$ cat src/rtl/bus_mux8_1_pkg.sv
// rtl/bus_mux8_1_pkg.sv - select-width constants for the 8:1 bus multiplexer slice
//
// Constants only. WIDTH stays a per-instance parameter on each module, so no
// bus types are defined here.
package bus_mux8_1_pkg;

    // Top-level fan-in and select width.
    localparam int NUM_BUSES = 8;
    localparam int SEL_W     = 3;

    // Each half of the top is a 4:1 stage driven by the low select bits.
    localparam int QUAD_BUSES = 4;
    localparam int QUAD_SEL_W = 2;

endpackage : bus_mux8_1_pkg

$ cat src/rtl/bus_mux4_1.sv
// rtl/bus_mux4_1.sv - combinational 4:1 bus multiplexer
//
// Ports:
//   in  [3:0][WIDTH-1:0]  four data buses, index equals select code
//   sel [1:0]             select code 0..3
//   out [WIDTH-1:0]       in[sel], purely combinational
module bus_mux4_1
    import bus_mux8_1_pkg::*;
#(
    parameter int WIDTH = 64
) (
    input  logic [QUAD_BUSES-1:0][WIDTH-1:0] in,
    input  logic [QUAD_SEL_W-1:0]            sel,
    output logic [WIDTH-1:0]                 out
);

    // Direct indexing rather than a case statement: an unknown select
    // yields an unknown bus in simulation instead of silently picking a
    // default branch.
    assign out = in[sel];

endmodule : bus_mux4_1

$ cat src/rtl/bus_mux8_1.sv
// rtl/bus_mux8_1.sv - 8:1 bus multiplexer with combinational and registered outputs
//
// Ports:
//   clk                  rising-edge clock
//   reset                synchronous active-high reset, clears out_q only
//   in  [7:0][WIDTH-1:0] eight data buses, index equals select code
//   sel [2:0]            select code 0..7
//   out [WIDTH-1:0]      in[sel], combinational, unaffected by reset
//   out_q [WIDTH-1:0]    out registered on each rising edge of clk
module bus_mux8_1
    import bus_mux8_1_pkg::*;
#(
    parameter int WIDTH = 64
) (
    input  logic                           clk,
    input  logic                           reset,
    input  logic [NUM_BUSES-1:0][WIDTH-1:0] in,
    input  logic [SEL_W-1:0]               sel,
    output logic [WIDTH-1:0]               out,
    output logic [WIDTH-1:0]               out_q
);

    // half[0] carries the choice among in[3:0], half[1] among in[7:4].
    logic [1:0][WIDTH-1:0] half;

    bus_mux4_1 #(
        .WIDTH (WIDTH)
    ) u_mux_lo (
        .in  (in[3:0]),
        .sel (sel[QUAD_SEL_W-1:0]),
        .out (half[0])
    );

    bus_mux4_1 #(
        .WIDTH (WIDTH)
    ) u_mux_hi (
        .in  (in[7:4]),
        .sel (sel[QUAD_SEL_W-1:0]),
        .out (half[1])
    );

    // Final 2:1 stage on the top select bit; indexing keeps an unknown
    // sel[2] visible as an unknown bus in simulation.
    assign out = half[sel[SEL_W-1]];

    // The only state in the block.
    always_ff @(posedge clk) begin
        if (reset) begin
            out_q <= '0;
        end else begin
            out_q <= out;
        end
    end

endmodule : bus_mux8_1

$ cat config.mk
export PLATFORM = sky130hd
export DESIGN_NAME = bus_mux8_1
export DESIGN_NICKNAME = d
export VERILOG_FILES = /design/src/rtl/bus_mux8_1_pkg.sv /design/src/rtl/bus_mux4_1.sv /design/src/rtl/bus_mux8_1.sv
export SDC_FILE = /design/constraint.sdc
export NUM_CORES = 1
export LEC_CHECK = 0
export BUFFER_PORTS_ARGS = -buffer_cell sky130_fd_sc_hd__buf_2
export CAP_MARGIN = 20
export CORE_AREA = 2 2 250 252
export DETAILED_ROUTE_END_ITERATION = 7
export DIE_AREA = 0 0 252 254
export GPL_ROUTABILITY_DRIVEN = 0
export PLACE_DENSITY_LB_ADDON = 0.1
export SLEW_MARGIN = 0
export SYNTH_ARGS = -nofsm -noshare
export SYNTH_HDL_FRONTEND = slang
export SYNTH_HIERARCHICAL = 1
export SYNTH_SLANG_ARGS = --single-unit
$ cat constraint.sdc
create_clock -name clk -period 2.6 [get_ports clk]
set_input_delay 0.52 -clock clk [delete_from_list [all_inputs] [get_ports clk]]
set_output_delay 0.52 -clock clk [all_outputs]
set_load 0.03 [all_outputs]
==> run summary <==
YS warnings = 6
Sequential Power Share = 0.249
largest net degree at the start of global routing = 35
Clock Tree Buf Depth = 2
Final period util = 0.976
worst slew pin tran = 462 ps
Critical Path Max Stage Delay = 550 ps
Die Area = 0.0640 mm²
Die W = 252 µm
commonest non-fill, non-tap cells in the layout = 640 x buf_2, 120 x mux4_2, 64 x nor2b_1, 64 x dfxtp_1, 60 x mux2_4
drt via density = 3.43
status = finished, final reports clean
CP cell instances = clkbuf_8 -> buf_12 -> buf_6 -> mux4_1 -> mux2_2 -> buf_2
Fin Hold WS = 584 ps
Buf/Inv on CP = 4
Largest register FFs = 64
DR pass1 iterations = 4
Die Y = 254 µm
critical path required time = 2080 ps
slowest CP cell = mux4_1
min setup slack post-route = 63.2 ps
FMAX = 394 MHz
Synth Area per Inst = 16.5 µm²
Post-DP Area = 0.0102 mm²
post-synthesis cell count = 362
setup violators final = 0
Starting Density = 0.0976
first-pass GRT wire length = 45300 µm
total power = 0.00438 W
relative slew slack = 0.692
vias in the first global route = 6911
placed wire-length estimate = 27700 µm
CTS Buf Count = 9
starting DRC count in detailed routing = 164
Stages on worst setup path = 6
register bit total from synthesis = 64
final wirelength = 32700 µm
sequential share of the synthesized area = 0.214
Worst setup SP type = input pin
DRT antenna net count = 0
Sw Share = 0.367
count of final hold-check violations = 0
Post-Syn Area = 0.00598 mm²
DR WL/cell = 18.0 µm
delay-heaviest family, CP = multiplexers
Crit. End Element = output pin
clock power share = 0.280
worst slack, placed = 15.3 ps
H-tree levels = 3
Synth Net Count = 879
port buffer count = 644
biggest regs = out_q x64
count of unique library cells instantiated by Yosys = 11
GR Util All Layers = 0.0978
gr ovfl total = 0
root buf cell = clkbuf_16
Gate power share = 0.471
Int Pwr = 0.00277 W
Leak = 5.05 nW
area added between synthesis and finish = 77.2%
fin. max-slew vios = 0
Vias = 6226
RSZ-0062 raised after global routing = true
Pwr per Cell Area = 413 mW/mm²
initial antenna violation count = 2
CTS tree = yes
Sw Pwr = 0.00161 W
I/O pins = 645
largest register by flop count = out_q
CTS clk-pin slew, worst paths = 70 ps
worst-path maximum fanout = 13
DRC viols = 0
CTS Hold Bufs = 0
most common cell after layout, fill and taps aside = buf_2
worst hold path class = input pin to register
WP data arrival = 2020 ps
critical path type = input pin to output pin
core region area = 0.0613 mm²
share of cells above drive strength 1 = 0.865
Max Cap Viol = 0
hold depth = 2
Peak VDD IR = 336 µV
CTS Sinks = 64
number of cell rows = 91
Tmin final = 2540 ps
setup total negative slack = 0 ps
post-route cell area = 0.0106 mm²
NumNets Final = 1536
[worst paths after layout]
| kind | start | to | slack [ps] |
|---|---|---|---|
| worst max-delay path | sel[0] | out[1] | 60 |
| worst min-delay path | reset | out_q[49] | 580 |
[Yosys cell counts, drive strengths merged]
library cell,count,area share
buf,33,0.067
mux2,64,0.16
clkbuf,9,0.0061
mux4,128,0.49
nor2b,64,0.067
dfxtp,64,0.21
[per-stage QoR]
step / std cells / util
2_1_floorplan: 362 / -
3_3_place_gp: 1794 / 0.167
3_5_place_dp: 1794 / 0.167
4_1_cts: 1810 / 0.172
5_1_grt: 1816 / 0.173
6_report: 1816 / 0.173
[kinds of logic (layout without fill, tap and decap cells)]
family,Yosys count,in the layout,synth area share
buf+inv,42,704,0.0733
flops,64,64,0.214
mux,192,192,0.645
other cells,0,2,0
simple gates,64,64,0.0670
[power groups by stage]
stage | combinational [W] | clock [W] | sequential [W]
floorplan | 0.00109 | 0 | 0.00131
global placement | 0.00211 | 0 | 0.00111
detailed placement | 0.00209 | 0 | 0.00111
CTS | 0.00210 | 0.00135 | 0.00109
global route | 0.00220 | 0.00136 | 0.00110
finish | 0.00206 | 0.00123 | 0.00109
[layout make-up]
cell class	count	area (µm²)
diodes	2	5.00
clock buffers	12	246
clock inverters	4	20.0
fillers	6924	50700
multi-input cells	256	4260
flip-flops and latches	64	1280
well taps	790	988
repair buffers	688	3790
[layer usage]
metal | vias to the layer above | track usage | wire length, µm
li1 | 2826 | - | -
met2 | 324 | 0.191 | 18600
met1 | 3052 | 0.0984 | 11400
met3 | 24 | 0.0255 | 2180
met5 | - | 0 | 0
met4 | 0 | 0.0369 | 573
[timing repair]
action / CTS / global route
buffers inserted: 0 / 3
gates resized for setup: 0 / 4
endpoints found under the setup margin: 0 / 5
Power figures use the tool's default switching activity.
